[src/rtl/program_loader.sv]
// rtl/program_loader.sv - byte-stream program image loader that writes 32-bit words into instruction memory
// Holds the datapath in reset until a header-counted, little-endian word image has been written.
module program_loader #(
    parameter int ADDRESS_WIDTH = 10,
    parameter int MAX_WORDS     = 64
) (
    input  logic                     clock,
    input  logic                     reset,
    input  logic                     start,
    input  logic [7:0]               byteIn,
    input  logic                     byteValid,
    output logic                     byteReady,
    output logic                     memWriteEnable,
    output logic [ADDRESS_WIDTH-1:0] memAddress,
    output logic [31:0]              memWriteData,
    output logic                     cpuHold,
    output logic                     done,
    output logic                     error,
    output logic [7:0]               wordCount
);

    typedef enum logic [2:0] {
        IDLE,
        HEADER,
        LOAD,
        DONE,
        ERROR
    } state_t;

    localparam int unsigned MAX_N = MAX_WORDS;

    state_t                   state_q, state_d;
    logic [1:0]               lane_q, lane_d;
    logic [23:0]              asm_q, asm_d;
    logic [7:0]               n_words_q, n_words_d;
    logic [7:0]               word_count_q, word_count_d;
    logic                     mem_we_q, mem_we_d;
    logic [ADDRESS_WIDTH-1:0] mem_addr_q, mem_addr_d;
    logic [31:0]              mem_data_q, mem_data_d;
    logic                     cpu_hold_q, cpu_hold_d;
    logic                     done_q, done_d;
    logic                     error_q, error_d;
    logic                     ready;
    logic                     accept;

    assign ready  = (state_q == HEADER) || (state_q == LOAD);
    assign accept = ready && byteValid;

    always_comb begin
        state_d      = state_q;
        lane_d       = lane_q;
        asm_d        = asm_q;
        n_words_d    = n_words_q;
        word_count_d = word_count_q;
        mem_we_d     = 1'b0;
        mem_addr_d   = mem_addr_q;
        mem_data_d   = mem_data_q;
        cpu_hold_d   = cpu_hold_q;
        done_d       = done_q;
        error_d      = error_q;

        case (state_q)
            HEADER: begin
                if (accept) begin
                    if (byteIn == 8'd0) begin
                        state_d    = DONE;
                        done_d     = 1'b1;
                        cpu_hold_d = 1'b0;
                    end else if (32'(byteIn) > MAX_N) begin
                        state_d = ERROR;
                        error_d = 1'b1;
                    end else begin
                        state_d   = LOAD;
                        n_words_d = byteIn;
                    end
                end
            end
            LOAD: begin
                if (accept) begin
                    case (lane_q)
                        2'd0: asm_d[7:0]   = byteIn;
                        2'd1: asm_d[15:8]  = byteIn;
                        2'd2: asm_d[23:16] = byteIn;
                        default: begin
                            mem_we_d     = 1'b1;
                            mem_data_d   = {byteIn, asm_q};
                            mem_addr_d   = ADDRESS_WIDTH'({word_count_q, 2'b00});
                            word_count_d = word_count_q + 8'd1;
                            // The final strobe cycle already sits in DONE; done/cpuHold follow a cycle later.
                            if (word_count_q + 8'd1 == n_words_q) begin
                                state_d = DONE;
                            end
                        end
                    endcase
                    lane_d = lane_q + 2'd1;
                end
            end
            default: begin
                if (start) begin
                    state_d      = HEADER;
                    word_count_d = 8'd0;
                    lane_d       = 2'd0;
                    mem_addr_d   = '0;
                    done_d       = 1'b0;
                    error_d      = 1'b0;
                    cpu_hold_d   = 1'b1;
                end else if (state_q == DONE) begin
                    done_d     = 1'b1;
                    cpu_hold_d = 1'b0;
                end
            end
        endcase
    end

    always_ff @(posedge clock or posedge reset) begin
        if (reset) begin
            state_q      <= IDLE;
            lane_q       <= 2'd0;
            asm_q        <= 24'd0;
            n_words_q    <= 8'd0;
            word_count_q <= 8'd0;
            mem_we_q     <= 1'b0;
            mem_addr_q   <= '0;
            mem_data_q   <= 32'd0;
            cpu_hold_q   <= 1'b1;
            done_q       <= 1'b0;
            error_q      <= 1'b0;
        end else begin
            state_q      <= state_d;
            lane_q       <= lane_d;
            asm_q        <= asm_d;
            n_words_q    <= n_words_d;
            word_count_q <= word_count_d;
            mem_we_q     <= mem_we_d;
            mem_addr_q   <= mem_addr_d;
            mem_data_q   <= mem_data_d;
            cpu_hold_q   <= cpu_hold_d;
            done_q       <= done_d;
            error_q      <= error_d;
        end
    end

    assign byteReady      = ready;
    assign memWriteEnable = mem_we_q;
    assign memAddress     = mem_addr_q;
    assign memWriteData   = mem_data_q;
    assign cpuHold        = cpu_hold_q;
    assign done           = done_q;
    assign error          = error_q;
    assign wordCount      = word_count_q;

endmodule

[config.mk]
export PLATFORM = sky130hd
export DESIGN_NAME = program_loader
export DESIGN_NICKNAME = d
export VERILOG_FILES = /design/src/rtl/program_loader.sv
export SDC_FILE = /design/constraint.sdc
export NUM_CORES = 1
export LEC_CHECK = 0
export ABC_CLOCK_PERIOD_IN_PS = 3000
export BUFFER_PORTS_ARGS = -buffer_cell sky130_fd_sc_hd__buf_2
export CORE_UTILIZATION = 50
export DETAILED_ROUTE_END_ITERATION = 6
export GPL_TIMING_DRIVEN = 0
export PLACE_DENSITY = 0.73
export SLEW_MARGIN = 20
export SYNTH_ARGS = -nofsm -noshare
export SYNTH_HDL_FRONTEND = slang
export SYNTH_SLANG_ARGS = --single-unit
[constraint.sdc]
create_clock -name clock -period 3 [get_ports clock]
set_input_delay 0.15 -clock clock [delete_from_list [all_inputs] [get_ports clock]]
set_output_delay 0.15 -clock clock [all_outputs]
set_load 0.02 [all_outputs]
==> results.yml, run 1 <==
worst_setup_path:
  cp.required_ns: 3.23
  start_kind: "flip-flop"
  slowest_delay_ns: 0.48
  path_cells: "ha_1 -> xnor2_1 -> nand2_1 -> nor4_1 -> a31oi_1 -> mux2_2"
  crit_type: "reg2reg"
  crit_family: "flip-flops"
  cp.arrival_ns: 2.32
  crit_fanout: 8
  crit_buf_inv: 0
  critPathSlowestCell: "dfrtp_1"
  cp-end-kind: "flip-flop"
timing:
  slew_viol_final: 0
  rsz0062_at_grt: "false"
  finalWorstSetupSlack_ns: 0.910
  fin_crit_sh: 0.697
  whs_ns: 0.0576
  max_freq_mhz: 479
  final-hold-violation-count: 0
  min_period_ns: 2.09
  setup_viol: 0
  skew_ns: 0.0126
global_route:
  grt_pass1_wl_um: 12900
  grt.total_usage: 0.218
  global_route.overflow_total: 0
  grt_pass1_vias: 2708
  grt_max_degree: 55
  antenna_found_initial: 0
power:
  power_density_nw_per_um2: 643
  p_leak_uw: 0.00245
  irDropWorstVdd_v: 0.000481
clock_network:
  clock_sinks: 89
  post_cts_resized: 0
  worstSkewPairLatency_ns: 0.35
  clkTransAtPathRegs_ns: 0.08
  numCtsBuffers: 9
  max-clock-path-buffers: 2
  post_cts_buffers: 0
  htreeDepth: 3
  tritoncts: "built"
  root_buffer: "clkbuf_8"
place:
  dpl.cell_count: 519
  port_buffers: 62
  dp_hpwl_um: 5530
  gp_congestion: 0.803
  place_ws_ns: 0.939
  placed_area_um2: 4290
route:
  routedWlPerCell_um: 14.6
  firstDrtPassIters: 5
  postRouteWirelength_um: 7820
  via_count: 2820
  drtIter0Drc: 125
  drc: 0
  final_antenna_net_count: 0
  viasPerCell: 5.26
finish:
  num_antenna_cells: 0
  finish.net_count: 449
  stdcell_area_um2: 4490
  fin_cells: 536
  areaGrowthSynthToFinish_pct: 17.5
  drive_gt1_frac: 0.293
  layout_common_cells: "109 x nand2_1, 88 x dfrtp_1, 69 x buf_2, 33 x mux2_2, 16 x o21ai_0"
  final_common_cell: "nand2_1"
die:
  die_h_um: 89.4
  core_area_um2: 7330
  num_rows: 31
  die_x_um: 89.4
  io_pins: 67
  die-area_um2: 8000
  initial_utilization: 0.521
logic_synthesis:
  yosys_most_used_dff: "dfrtp_1"
  async_reset_ff_frac: 1.00
  syn_area_per_cell_um2: 10.7
  ys_warn_count: 0
  synth_cells: 356
  syn_area_um2: 3820
  yosysSeqAreaShare: 0.583
  synth_edf_count: 0
  ys_ff_latch: 89
  synthDistinctLibCells: 38
status:
  status: "finished clean"
job:
  drv_cap: 0
hold_path:
  hold_path.class: "in2reg"
-- cell type report --
class	instances	area, um^2
buffer	19	92.6
clock buffer	10	128
clock inverter	6	65.1
fill	649	2840
inverter	6	25.0
multi-input combinational	243	1480
sequential	89	2230
tap	99	124
timing repair buffer	64	348
-- cell families (layout without fill, tap and decap cells) --
kind of cell	after synthesis	after routing	share of synthesized area
mux	33	33	0.0972
buf+inv	25	105	0.0301
xor+xnor	13	13	0.0298
flops	89	89	0.583
compound gates	43	43	0.0779
other cells	1	2	0.000981
fa+ha+maj	5	5	0.0164
simple gates	147	147	0.165
-- where the power goes --
part           total, uW  internal, uW  switching, uW
logic                614           295            319
clock network        799           388            411
registers           1470          1370            109
-- stage by stage --
stage | TNS [ns] | utilization | total power (uW)
after global routing | 0 | 0.613 | 3040
after global placement | -32.52 | 0.581 | 2080
after detailed placement | 0 | 0.585 | 2110
after floorplan | 0 | - | 1950
final | 0 | 0.613 | 2890
after CTS | 0 | 0.613 | 2910
-- repair_timing --
| item | in CTS | in global routing |
|---|---|---|
| hold buffers | 1 | 0 |
| endpoints found under the hold margin | 34 | 0 |
| endpoints found under the setup margin | 0 | 0 |
-- metal layers --
metal  routed length (um)  track usage
met1                 3700        0.307
met2                 3680        0.339
met3                  337       0.0379
met4                  100       0.0823
met5                    0            0
-- state kept, by name, summed over array words and instances, names as in the netlist, 2 cells and up --
name	cells
state_q	3
n_words_q	8
asm_q	24
wordCount	8
memAddress	8
memWriteData	32
lane_q	2
-- synth_stat cells, drive strengths merged, types with 4 or more instances --
cell type	instances	area, um^2
nand2	110	420
dfrtp	88	2200
mux2	33	372
nor2	16	62.6
o21ai	16	80.1
buf	11	61.3
xnor2	11	96.3
a22o	10	87.6
clkbuf	8	31.3
inv	6	22.5
ha	5	62.6
and3	4	25.0
nand2b	4	25.0
o31ai	4	30.0
o41ai	4	35.0
-- final timing paths --
path | startpoint | to | slack, ns | depth (start not counted)
worst max-delay path | wordCount[0] | state_q[1] | 0.91 | 6
min in group asynchronous | reset | memAddress[4] | 0.37 | 3
worst max register to register | wordCount[0] | state_q[1] | 0.91 | 6
max in group asynchronous | reset | asm_q[20] | 2.02 | 4
worst min register to register | asm_q[10] | memWriteData[10] | 0.46 | 2
worst min-delay path | start | state_q[2] | 0.06 | 2
(Power assumes the default switching activity.)
==> run 2, diff against run 1 <==
--- a/config.mk
+++ b/config.mk
@@ -5,12 +5,13 @@
 export SDC_FILE = /design/constraint.sdc
 export NUM_CORES = 1
 export LEC_CHECK = 0
-export ABC_CLOCK_PERIOD_IN_PS = 3000
+export ABC_AREA = 1
+export ABC_CLOCK_PERIOD_IN_PS = 2200
 export BUFFER_PORTS_ARGS = -buffer_cell sky130_fd_sc_hd__buf_2
 export CORE_UTILIZATION = 50
 export DETAILED_ROUTE_END_ITERATION = 6
 export GPL_TIMING_DRIVEN = 0
-export PLACE_DENSITY = 0.73
+export PLACE_DENSITY = 0.72
 export SLEW_MARGIN = 20
 export SYNTH_ARGS = -nofsm -noshare
 export SYNTH_HDL_FRONTEND = slang
==> constraint.sdc (replaced) <==
create_clock -name clock -period 2.2 [get_ports clock]
set_input_delay 0.11 -clock clock [delete_from_list [all_inputs] [get_ports clock]]
set_output_delay 0.11 -clock clock [all_outputs]
set_load 0.02 [all_outputs]
==> results.yml, run 2 <==
status:
  status: "finished clean"
route:
  viasPerCell: 5.12
  drc: 0
  via_count: 3227
  drtIter0Drc: 306
  final_antenna_net_count: 0
  firstDrtPassIters: 6
  postRouteWirelength_um: 8820
  routedWlPerCell_um: 14.0
logic_synthesis:
  syn_area_um2: 3920
  yosysTopAreaCellShare: 0.561
  synth_area_leaders: "dfrtp_1 56%, nand2_1 16%, o21ai_0 5.7%"
  synth_cells: 447
  synthDistinctLibCells: 31
  ys_ff_latch: 89
  yosysSeqAreaShare: 0.568
  async_reset_ff_frac: 1.00
  synth_edf_count: 0
  yosysTopAreaCell: "dfrtp_1"
  ys_warn_count: 0
  synth_common_cells: "165 x nand2_1, 88 x dfrtp_1, 45 x o21ai_0"
  syn_area_per_cell_um2: 8.78
  yosys_most_used_dff: "dfrtp_1"
  yosysMostFrequentCell: "nand2_1"
power:
  irDropWorstVdd_v: 0.000751
  p_switching_uw: 1360
  pwr-share-seq: 0.499
  p_leak_uw: 0.00256
  pwr-share-clk: 0.274
  power_density_nw_per_um2: 888
  power_uw: 4100
  combPwrFrac: 0.228
  intPower_uw: 2740
  switching_share: 0.331
timing:
  min_period_ns: 1.77
  setup_viol: 0
  slew_viol_final: 0
  rsz0062_at_grt: "false"
  relSlewSlack: 0.518
  finalWorstSetupSlack_ns: 0.432
  fin_crit_sh: 0.804
  final-hold-violation-count: 0
  skew_ns: 0.00703
  worst_pin_slew_ns: 0.722
  finalSetupTns_ns: 0
  max_freq_mhz: 566
die:
  num_rows: 31
  io_pins: 67
  initial_utilization: 0.529
  core_area_um2: 7410
  die_x_um: 90.6
  die-area_um2: 8200
  die_h_um: 90.6
place:
  placed_area_um2: 4410
  dp_hpwl_um: 6420
  gp_congestion: 0.927
  place_ws_ns: 0.490
  port_buffers: 64
  dpl.cell_count: 613
hold_path:
  min_to: "n_words_q[4]"
  min-delay-start: "byteIn[4]"
  hold_path_depth: 3
  hold_path.class: "in2reg"
worst_setup_path:
  cp.required_ns: 2.46
  crit_fanout: 10
  cp-end-kind: "flip-flop"
  r2r-end: "wordCount[7]"
  r2r_cells: 7
  cp.arrival_ns: 2.03
  reg2reg_from: "lane_q[0]"
  crit_type: "reg2reg"
  start_kind: "flip-flop"
  rrSetupSlack_ns: 0.43
finish:
  fin_cells: 630
  fill_cells: 659
  stdcell_area_um2: 4620
  layout_common_cells: "165 x nand2_1, 88 x dfrtp_1, 71 x buf_2, 45 x o21ai_0, 40 x nand3_1"
  final_common_cell: "nand2_1"
  num_antenna_cells: 0
  areaGrowthSynthToFinish_pct: 17.8
  drive_gt1_frac: 0.215
  finish.net_count: 543
  largest_register_ffs: 32
clock_network:
  htreeDepth: 3
  worstSkewPairLatency_ns: 0.35
  root_buffer: "clkbuf_8"
  clock_sinks: 89
  clkTransAtPathRegs_ns: 0.09
  tritoncts: "built"
  max-clock-path-buffers: 2
  numCtsBuffers: 9
job:
  drv_cap: 0
global_route:
  grt_pass1_wl_um: 14900
  antenna_found_initial: 0
  grt_max_degree: 35
  grt_pass1_vias: 3111
  global_route.overflow_total: 0
  grt.total_usage: 0.233
[run 2: cell types whose count changed after synthesis, sizes merged, moves of 4 or more]
cell	delta
o21ai	+38
a22o	-10
o41ai	-4
xnor2	-10
mux2	-33
clkbuf	-6
a21oi	+5
nand2	+59
nand2b	-4
and3	-4
inv	+35
nand3	+37
[run 2: per-stage QoR]
step	util	hold WS, ns
after floorplan	-	0.316
after global placement	0.590	0.452
after detailed placement	0.596	0.269
after CTS	0.624	0.110
after global routing	0.624	0.130
final	0.624	0.116
[run 2: logic make-up after synthesis]
logic type,after synthesis,synth area share
adders and majority gates,5,0.0159
xor gates and xnor gates,1,0.00223
DFF,89,0.568
and+or+nand+nor,228,0.251
other,1,0.000956
buffers and inverters,57,0.0673
AOI/OAI and AO/OA,66,0.0947
[run 2: worst max path at each step]
stage,startpoint,end,slack (ns),depth (start not counted)
finish,lane_q[0],wordCount[7],0.43,7
global route,wordCount[1],state_q[1],0.24,12
CTS,lane_q[0],wordCount[7],0.47,7
detailed placement,wordCount[0],state_q[1],0.49,10
global placement,reset,memWriteData[18],0.48,2
floorplan,wordCount[1],state_q[1],0.58,10
[run 2: power by group through the flow]
| stage | Clock, uW | Combinational, uW | Sequential, uW |
|---|---|---|---|
| final | 1120 | 934 | 2050 |
| after global routing | 1200 | 1060 | 2070 |
| after CTS | 1140 | 939 | 2050 |
| after detailed placement | 0 | 927 | 2080 |
| after global placement | 0 | 888 | 2060 |
| after floorplan | 0 | 680 | 2070 |
[run 2: final cells by class]
cell class	count	area, um^2	share of cell area
Clock buffer	10	128	0.0276
Inverter	41	158	0.0341
Clock inverter	6	67.6	0.0146
Multi-Input combinational cell	302	1430	0.310
Buffer	16	110	0.0238
Timing Repair Buffer	67	370	0.0802
Sequential cell	89	2230	0.482
Tap cell	99	124	0.0268
[run 2: critical path: stages, from the launching register on]
cell and delay [ns]:
dfrtp_1 0.41, ha_1 0.21, nand2_1 0.08, inv_1 0.05
nand2_1 0.15, buf_2 0.28, nand2_1 0.26, o21ai_0 0.24
[run 2: timing repair]
item | 4_1_cts | 5_1_grt
hold endpoints to repair | 32 | 0
resized for setup | 0 | 0
hold buffers | 1 | 0
setup buffers | 0 | 0
[run 2: per-layer routing]
layer / wire length [um] / vias up / global-route usage
met1: 4150 / 1539 / 0.330
li1: - / 1589 / -
met5: 0 / - / 0
met2: 4100 / 91 / 0.363
met3: 487 / 8 / 0.0471
met4: 90 / 0 / 0.0726
